## src/rtl/btn_debounce_amisha_pkg.sv

```systemverilog
// Shared definitions for the two-button debouncer: state encoding and default tick width.
package btn_debounce_amisha_pkg;

  localparam int N_DEFAULT = 19;

  typedef enum logic [2:0] {
    ZERO    = 3'd0,
    WAIT1_1 = 3'd1,
    WAIT1_2 = 3'd2,
    WAIT1_3 = 3'd3,
    ONE     = 3'd4,
    WAIT0_1 = 3'd5,
    WAIT0_2 = 3'd6,
    WAIT0_3 = 3'd7
  } db_state_e;

  // The MSB of the encoding separates the "debounced high" half of the state space.
  function automatic logic level_of(input db_state_e s);
    return s[2];
  endfunction

endpackage

```

## src/rtl/btn_debounce_amisha_if.sv

```systemverilog
// Button-side bundle: raw button levels in, debounced levels and edge pulses out.
interface btn_debounce_amisha_if;
  logic [1:0] btn_amisha;
  logic [1:0] db_level_amisha;
  logic [1:0] db_tick_amisha;

  modport master (
    output btn_amisha,
    input  db_level_amisha,
    input  db_tick_amisha
  );

  modport slave (
    input  btn_amisha,
    output db_level_amisha,
    output db_tick_amisha
  );
endinterface

```

## src/rtl/btn_debounce_amisha_fsm.sv

```systemverilog
// Per-button debounce FSM: a level must hold across three tick boundaries before it is accepted.
module debounce_fsm_amisha
  import btn_debounce_amisha_pkg::*;
(
  input  logic clk,
  input  logic reset,
  input  logic sw,
  input  logic m_tick,
  output logic db_level,
  output logic db_tick
);

  db_state_e state_q, state_d;
  logic      tick_q, tick_d;

  always_ff @(posedge clk or posedge reset) begin
    if (reset) begin
      state_q <= ZERO;
      tick_q  <= 1'b0;
    end else begin
      state_q <= state_d;
      tick_q  <= tick_d;
    end
  end

  // sw is tested before m_tick everywhere, so a bounce always aborts a pending advance.
  always_comb begin
    state_d = state_q;
    tick_d  = 1'b0;
    case (state_q)
      ZERO: begin
        if (sw) state_d = WAIT1_1;
      end
      WAIT1_1: begin
        if (!sw)        state_d = ZERO;
        else if (m_tick) state_d = WAIT1_2;
      end
      WAIT1_2: begin
        if (!sw)        state_d = ZERO;
        else if (m_tick) state_d = WAIT1_3;
      end
      WAIT1_3: begin
        if (!sw) begin
          state_d = ZERO;
        end else if (m_tick) begin
          state_d = ONE;
          tick_d  = 1'b1;
        end
      end
      ONE: begin
        if (!sw) state_d = WAIT0_1;
      end
      WAIT0_1: begin
        if (sw)          state_d = ONE;
        else if (m_tick) state_d = WAIT0_2;
      end
      WAIT0_2: begin
        if (sw)          state_d = ONE;
        else if (m_tick) state_d = WAIT0_3;
      end
      WAIT0_3: begin
        if (sw)          state_d = ONE;
        else if (m_tick) state_d = ZERO;
      end
      default: state_d = ZERO;
    endcase
  end

  assign db_level = level_of(state_q);
  assign db_tick  = tick_q;

endmodule

```

## src/rtl/btn_debounce_amisha.sv

```systemverilog
// Two-button debouncer: synchronizers and shared tick counter here, one FSM per button.
module btn_debounce_amisha
  import btn_debounce_amisha_pkg::*;
#(
  parameter int N = N_DEFAULT
) (
  input  logic                  clk_amisha,
  input  logic                  reset_amisha,
  btn_debounce_amisha_if.slave  bus
);

  logic [1:0]   sync1_q;
  logic [1:0]   sw_q;
  logic [N-1:0] cnt_q;
  logic         m_tick;
  logic [1:0]   level_w;
  logic [1:0]   tick_w;

  // Two-stage synchronizer; the raw buttons are asynchronous to clk_amisha.
  always_ff @(posedge clk_amisha or posedge reset_amisha) begin
    if (reset_amisha) begin
      sync1_q <= 2'b00;
      sw_q    <= 2'b00;
    end else begin
      sync1_q <= bus.btn_amisha;
      sw_q    <= sync1_q;
    end
  end

  always_ff @(posedge clk_amisha or posedge reset_amisha) begin
    if (reset_amisha) cnt_q <= '0;
    else              cnt_q <= cnt_q + 1'b1;
  end

  assign m_tick = (cnt_q == '0);

  for (genvar gi = 0; gi < 2; gi++) begin : g_btn
    debounce_fsm_amisha u_fsm (
      .clk      (clk_amisha),
      .reset    (reset_amisha),
      .sw       (sw_q[gi]),
      .m_tick   (m_tick),
      .db_level (level_w[gi]),
      .db_tick  (tick_w[gi])
    );
  end

  assign bus.db_level_amisha = level_w;
  assign bus.db_tick_amisha  = tick_w;

endmodule

```

## src/flat_wrapper.sv

```systemverilog
// flat-port wrapper written by rule: the top's interface ports become plain ports
module btn_debounce_amisha_flat import btn_debounce_amisha_pkg::*;
#(
  parameter int N = N_DEFAULT
)
  (clk_amisha, reset_amisha, bus_btn_amisha, bus_db_level_amisha, bus_db_tick_amisha);
  btn_debounce_amisha_if bus_i ();
  input  logic clk_amisha;
  input  logic reset_amisha;
  input wire logic [$bits(bus_i.btn_amisha)-1:0] bus_btn_amisha;
  output wire logic [$bits(bus_i.db_level_amisha)-1:0] bus_db_level_amisha;
  output wire logic [$bits(bus_i.db_tick_amisha)-1:0] bus_db_tick_amisha;
  assign bus_i.btn_amisha = bus_btn_amisha;
  assign bus_db_level_amisha = bus_i.db_level_amisha;
  assign bus_db_tick_amisha = bus_i.db_tick_amisha;
  btn_debounce_amisha #(.N(N)) u_core (.clk_amisha(clk_amisha), .reset_amisha(reset_amisha), .bus(bus_i));
endmodule
```

## config.mk

```make
export PLATFORM = sky130hd
export DESIGN_NAME = btn_debounce_amisha_flat
export DESIGN_NICKNAME = d
export VERILOG_FILES = /design/src/rtl/btn_debounce_amisha_pkg.sv /design/src/rtl/btn_debounce_amisha_if.sv /design/src/rtl/btn_debounce_amisha_fsm.sv /design/src/rtl/btn_debounce_amisha.sv /design/src/flat_wrapper.sv
export SDC_FILE = /design/constraint.sdc
export NUM_CORES = 1
export LEC_CHECK = 0
export ABC_AREA = 1
export BUFFER_PORTS_ARGS = -buffer_cell sky130_fd_sc_hd__buf_2
export CORE_MARGIN = 5
export CORE_UTILIZATION = 50
export CTS_BUF_LIST = sky130_fd_sc_hd__clkbuf_8
export CTS_CLUSTER_SIZE = 12
export DETAILED_ROUTE_END_ITERATION = 8
export MAX_ROUTING_LAYER = met4
export PLACE_DENSITY = 0.67
export SYNTH_ARGS = -nofsm -noshare
export SYNTH_HDL_FRONTEND = slang
export SYNTH_SLANG_ARGS = --single-unit
export TNS_END_PERCENT = 5
```

## constraint.sdc

```tcl
create_clock -name clk_amisha -period 2 [get_ports clk_amisha]
set_input_delay 0.1 -clock clk_amisha [delete_from_list [all_inputs] [get_ports clk_amisha]]
set_output_delay 0.1 -clock clk_amisha [all_outputs]
set_load 0.02 [all_outputs]
```

==> results.py, run 1 <==
metrics = {
    "cts": {
        "cts_sinks": 31,
        "post_cts_resized": 0,
        "clockBufferDepth": 2,
        "cts_root_buf": "clkbuf_8",
        "clk_pin_slew_ns": 0.06,
        "cts_tree": "built",
        "insertion_delay_ns": 0.28,
        "cts_made_buffers": 5,
        "ctsHtreeMaxLevel": 2,
    },
    "synth": {
        "async_flop_share_pct": 100,
        "ys_top_cells_by_count": "nand2_1 (50), nor2_1 (33), dfrtp_1 (31)",
        "synthAdderAreaFrac_pct": 1.52,
        "synth.avg_cell_area_um2": 7.93,
        "synth_enable_flop_cells": 0,
        "synth_area_leaders": "dfrtp_1 (47%), nand2_1 (11%), nor2_1 (7.5%), inv_1 (5.0%), nand3_1 (4.6%)",
        "synth_flop_cell": "dfrtp_1",
        "synth_cell_type_count": 23,
        "yosysMostFrequentCell": "nand2_1",
        "netlist_area_um2": 1640,
        "yosysSeqAreaShare_pct": 47.3,
        "yosysTopAreaCell": "dfrtp_1",
        "synth-seq-cells": 31,
        "synth_top_cell_area_share_pct": 47.3,
        "synthMuxAreaShare_pct": 0,
        "synth-compound-area-share_pct": 1.75,
        "netlist_instances": 207,
        "yosys_warnings": 0,
        "yosys.area_share.simple_pct": 35.7,
        "synth_nets": 213,
        "synth_xor_area_share_pct": 6.40,
        "synth_top_family_by_area": "simple AND/OR/NAND/NOR gates",
    },
    "place": {
        "port_buffers": 7,
        "place_inst": 255,
        "postPlaceCellArea_um2": 1710,
        "dp_hpwl_mm": 2.29,
        "gp_congestion": 0.884,
    },
    "route": {
        "drt-wirelength-per-cell_um": 11.5,
        "via_count": 1311,
        "drcViolationCount": 0,
        "ant_nets": 0,
        "vias_per_cell": 4.93,
        "totalWireLength_mm": 3.07,
        "drtIter0Drc": 90,
        "firstDrtPassIters": 4,
    },
    "setup_path": {
        "timing.critical_path.buf_inv": 2,
        "crit_path_max_incr_delay_ns": 0.43,
        "cp-end-kind": "flop",
        "worstPathCellList": "inv_1, ha_1, inv_1, nor2_1, nand2_1, nor2_1, nand3_1, nand2_1, nand2_1, nand2_1, nand2_1",
        "cp_max_fo": 5,
        "critPathTopFamily": "simple AND/OR/NAND/NOR gates",
        "cpMaxStageDelayCell": "dfrtp_1",
        "startpoint": "u_core.cnt_q[0]",
        "crit_type": "flop to flop",
        "required_ns": 2.18,
        "crit_arrival_ns": 1.71,
        "cp-start-kind": "flop",
        "r2r-start": "u_core.cnt_q[0]",
        "cp_common_cell": "nand2_1",
    },
    "finish": {
        "stdcell_count": 266,
        "finish.instance_area_um2": 1820,
        "area_delta_synth_final_pct": 10.9,
        "nFillCells": 302,
        "multiInputGateArea_um2": 746,
        "antenna_cells": 0,
        "drive_gt1_share_pct": 13.1,
        "seqCellArea_um2": 776,
        "fin_nets": 227,
    },
    "sta": {
        "hold_viol_final": 0,
        "finClkSkew_ns": 0.00484,
        "setup_viol": 0,
        "timing.final.crit_period_ns": 1.53,
        "final.setup.tns_ns": 0,
        "drv_slew": 0,
        "slew_headroom_pct": 74.4,
        "fmax_mhz": 654,
        "rsz0062_at_grt": "no",
        "period_share_pct": 76.4,
        "worst_slew_pin_slew_ns": 0.384,
    },
    "grt": {
        "grt_max_degree": 32,
        "antenna_found_initial": 0,
        "grt_pass1_vias": 1287,
        "grt_overflow": 0,
        "grt_pass1_wl_mm": 5.54,
        "grt_usage_pct": 17.0,
    },
    "power_and_ir_drop": {
        "ir_worst_vdd_mv": 0.566,
        "pwr-share-seq_pct": 56.6,
        "powerDensity_nw_per_um2": 620,
        "combPwrFrac_pct": 3.5,
        "switching_share_pct": 22.0,
        "switching_power_mw": 0.249,
        "leakage_nw": 0.881,
        "intPower_mw": 0.881,
        "p_clk_share_pct": 39.8,
    },
    "floorplanning": {
        "die_w_um": 67.3,
        "dieArea_um2": 4530,
        "core_um2": 3100,
        "ios": 8,
        "die_y_um": 67.3,
        "initial_core_util_pct": 52.9,
        "rows": 20,
    },
    "worst_hold_path": {
        "hp-start": "u_core.sync1_q[1]",
        "hold_class": "flop to flop",
    },
    "status": {
        "outcome": "complete, no violations",
    },
    "job": {
        "cap_viol_max_count": 0,
    },
}
==> area by class of cell <==
class / count / share of cell area [%]
inverter: 24 / 4.95
sequential: 31 / 42.6
clock inverter: 3 / 0.687
timing repair buffer: 11 / 3.99
tap: 44 / 3.02
clock buffer: 5 / 3.78
multi-input combinational: 148 / 41.0
==> path summary, 6_finish.rpt <==
| check | endpoint | slack (ns) | cells after the start |
|---|---|---|---|
| worst max-delay path | u_core.g_btn[1].u_fsm.state_q[1] | 0.47 | 11 |
| worst min-delay path | u_core.sw_q[1] | 0.36 | 0 |
| worst max register to register | u_core.g_btn[1].u_fsm.state_q[1] | 0.47 | 11 |
| worst min register to register | u_core.sw_q[1] | 0.36 | 0 |
| max in group asynchronous | u_core.cnt_q[5] | 1.29 | 4 |
| min in group asynchronous | u_core.sw_q[1] | 0.43 | 4 |
==> cell families after synthesis <==
group,Yosys count
and+or+nand+nor,129
xor gates and xnor gates,12
buffers and inverters,28
AOI/OAI and AO/OA,5
DFF,31
adders and majority gates,2
==> worst register-to-register path: cells and delay by family, from the launching register on <==
| kind | cells | cell delay (ns) |
|---|---|---|
| buffers and inverters | 2 | 0.14 |
| adder cells (fa/ha/maj) | 1 | 0.15 |
| flip-flops | 1 | 0.43 |
| AND/OR/NAND/NOR | 8 | 0.72 |
==> cell usage in the layout, fill, tap and decap left out, types with 2 or more instances in the layout <==
master and n:
xnor2_1 6, nor2_1 33, clkbuf_8 5, nand2_1 50
nand3_1 15, or2_1 2, buf_2 7, nand3b_1 2
inv_2 2, inv_1 24, ha_1 2, nand4_1 4
dlygate4sd3_1 3, nand2_2 6, nor4_1 2, xor2_1 6
a21oi_1 2, dfrtp_1 31, nor2_2 5, nor3_1 8
==> power by group through the flow <==
stage | combinational [mW] | sequential, mW | clock (mW)
4_1_cts | 0.0410 | 0.639 | 0.464
3_5_place_dp | 0.0366 | 0.651 | 0
5_1_grt | 0.0478 | 0.641 | 0.495
6_report | 0.0398 | 0.640 | 0.450
3_3_place_gp | 0.0353 | 0.650 | 0
2_1_floorplan | 0.0254 | 0.650 | 0
==> through the flow <==
step / hold slack (ns) / worst slack, ns / util (%) / total power, mW
finish: 0.360 / 0.472 / 58.7 / 1.13
global route: 0.375 / 0.211 / 58.7 / 1.18
CTS: 0.360 / 0.479 / 58.7 / 1.14
detailed placement: 0.198 / 0.490 / 55.1 / 0.688
global placement: 0.198 / 0.582 / 55.1 / 0.686
floorplan: 0.131 / 0.667 / - / 0.675
==> sequential cells by signal, indices dropped and copies added, names as in the netlist <==
signal	count
u_core.cnt_q	19
u_core.g_btn.u_fsm.state_q	6
u_core.g_btn.u_fsm.db_tick	2
u_core.sw_q	2
u_core.sync1_q	2
==> metal layers <==
metal	GRT usage, %	wire [µm]
met5	-	0
met4	3.80	31
met3	6.49	145
met2	26.7	1460
met1	20.8	1430
==> repair_timing <==
item                                   CTS  global route
hold buffers                             3             0
endpoints found under the hold margin   33             0
setup buffers                            0             0
No activity file was read; power rests on OpenSTA's default activity.
==> run 2, diff against run 1 <==
==> constraint.sdc (replaced) <==
create_clock -name clk_amisha -period 1.57 [get_ports clk_amisha]
set_input_delay 0.0785 -clock clk_amisha [delete_from_list [all_inputs] [get_ports clk_amisha]]
set_output_delay 0.0785 -clock clk_amisha [all_outputs]
set_load 0.02 [all_outputs]
==> run 2 against run 1 <==
Via count grew 2.4%. Critical path depth is the same. Clock power grew 40%. Non-clock buffer count grew 2. Hold slack gained 0.0033 ns. Critical path type unchanged. Critical endpoint unchanged. Largest cell class unchanged. Largest power group unchanged.
==> results.py, run 2 (same netlist as run 1, synthesis figures left out) <==
metrics = {
    "finish": {
        "antenna_cells": 0,
        "area_delta_synth_final_pct": 13.4,
        "largest_reg_flops": 19,
        "multiInputGateArea_um2": 764,
        "drive_gt1_share_pct": 17.5,
        "nFillCells": 294,
        "fin_nets": 229,
        "mostFrequentLayoutCell": "nand2_1",
        "final_cell_mix": "nand2_1 (48), nor2_1 (32), dfrtp_1 (30), inv_1 (21), nand3_1 (14)",
        "regMostFlops": "u_core.cnt_q",
        "seqCellArea_um2": 777,
        "top_regs": "u_core.cnt_q (19), u_core.g_btn.u_fsm.state_q (6)",
    },
    "grt": {
        "gr-usage-met3_pct": 5.49,
        "grt_overflow": 0,
        "grt_max_degree": 32,
        "grtUsageMet2_pct": 28.6,
        "antenna_found_initial": 0,
        "busiest_layer": "met2",
        "grt_usage_pct": 17.9,
        "grt_pass1_wl_mm": 5.82,
        "grt_pass1_vias": 1325,
        "use_met1_pct": 21.3,
    },
    "sta": {
        "period_share_pct": 94.2,
        "drv_slew": 0,
        "finClkSkew_ns": 0.00731,
        "hold_viol_final": 0,
        "final.setup.tns_ns": 0,
        "rsz0062_at_grt": "yes",
        "timing.final.crit_period_ns": 1.48,
        "setup_viol": 0,
        "fmax_mhz": 676,
        "worst_slew_pin_slew_ns": 0.399,
        "slew_headroom_pct": 73.4,
    },
    "route": {
        "via_count": 1342,
        "drcViolationCount": 0,
        "ant_nets": 0,
        "drt-wirelength-per-cell_um": 12.2,
        "drtIter0Drc": 77,
        "firstDrtPassIters": 5,
        "totalWireLength_mm": 3.26,
        "vias_per_cell": 5.03,
    },
    "setup_path": {
        "crit_path_max_incr_delay_ns": 0.44,
        "crit_arrival_ns": 1.66,
        "cp_common_cell": "nand2_1",
        "cp_max_fo": 5,
        "critPathTopFamily": "simple AND/OR/NAND/NOR gates",
        "worstPathCellList": "inv_2, ha_1, inv_1, nor2_1, nand2_1, nor2_2, nand3_2, nand2_2, nand2_2, nand2_1, nand2_1",
        "required_ns": 1.75,
        "timing.critical_path.buf_inv": 2,
        "cp-end-kind": "flop",
        "crit_type": "flop to flop",
        "ff2ff_setup_slack_ns": 0.09,
        "cp-start-kind": "flop",
        "cpMaxStageDelayCell": "dfrtp_2",
    },
    "cts": {
        "clockBufferDepth": 2,
        "cts_made_buffers": 5,
        "cts_tree": "built",
        "cts_root_buf": "clkbuf_8",
        "clk_pin_slew_ns": 0.06,
        "insertion_delay_ns": 0.29,
        "cts_sinks": 31,
        "ctsHtreeMaxLevel": 2,
    },
    "power_and_ir_drop": {
        "ir_worst_vdd_mv": 0.383,
        "leakage_nw": 0.886,
        "powerDensity_nw_per_um2": 806,
        "power_mw": 1.50,
    },
    "floorplanning": {
        "ios": 8,
        "die_w_um": 67.3,
        "die_y_um": 67.3,
        "rows": 20,
        "dieArea_um2": 4530,
        "initial_core_util_pct": 52.9,
        "core_um2": 3100,
    },
    "place": {
        "gp_congestion": 0.879,
        "dp_hpwl_mm": 2.32,
        "port_buffers": 7,
    },
    "worst_hold_path": {
        "hold_class": "flop to flop",
    },
    "job": {
        "cap_viol_max_count": 0,
    },
    "status": {
        "outcome": "complete, no violations",
    },
}
## run 2: final timing paths
path                                   startpoint  cells past startpoint                                to
worst max-delay path              u_core.cnt_q[0]                     11  u_core.g_btn[1].u_fsm.state_q[1]
worst min-delay path            u_core.sync1_q[0]                      0                    u_core.sw_q[0]
worst max register to register    u_core.cnt_q[0]                     11  u_core.g_btn[1].u_fsm.state_q[1]
worst min register to register  u_core.sync1_q[0]                      0                    u_core.sw_q[0]
max in group asynchronous            reset_amisha                      4                   u_core.cnt_q[0]
min in group asynchronous            reset_amisha                      4                  u_core.cnt_q[16]
## run 2: cell type report
class	instances	area share, %
Sequential cell	31	41.7
Clock buffer	6	4.44
Multi-Input combinational cell	148	41.1
Timing Repair Buffer	13	4.70
Tap cell	44	2.96
Inverter	24	4.84
Clock inverter	1	0.269
## run 2: timing repair
item,CTS,global route
gates resized for setup,0,7
hold buffers,3,0
setup buffers,0,2
endpoints found under the setup margin,0,6
endpoints found under the hold margin,33,0
## run 2: metrics by stage
| stage | setup WS, ns | area, µm² | hold WS [ns] | utilization, % | std cells |
|---|---|---|---|---|---|
| after detailed placement | 0.0603 | 1710 | 0.180 | 55.1 | 255 |
| after global placement | 0.153 | 1710 | 0.175 | 55.1 | 255 |
| after CTS | 0.0593 | 1830 | 0.363 | 58.9 | 265 |
| after floorplan | 0.237 | 1640 | 0.110 | - | 207 |
| final | 0.0904 | 1860 | 0.364 | 60.0 | 267 |
| after global routing | -0.0805 | 1860 | 0.372 | 60.0 | 267 |
## run 2: metal layers
| metal | part of all wire (%) | up-vias |
|---|---|---|
| met1 | 46 | 640 |
| met4 | 1.6 | 0 |
| li1 | - | 674 |
| met3 | 4.0 | 5 |
| met5 | 0 | - |
| met2 | 49 | 23 |
## run 2: report_power, final
part	total, mW	internal [mW]	switching [mW]
Combinational	0.0536	0.0183	0.0353
Clock	0.632	0.343	0.288
Sequential	0.816	0.807	0.00833
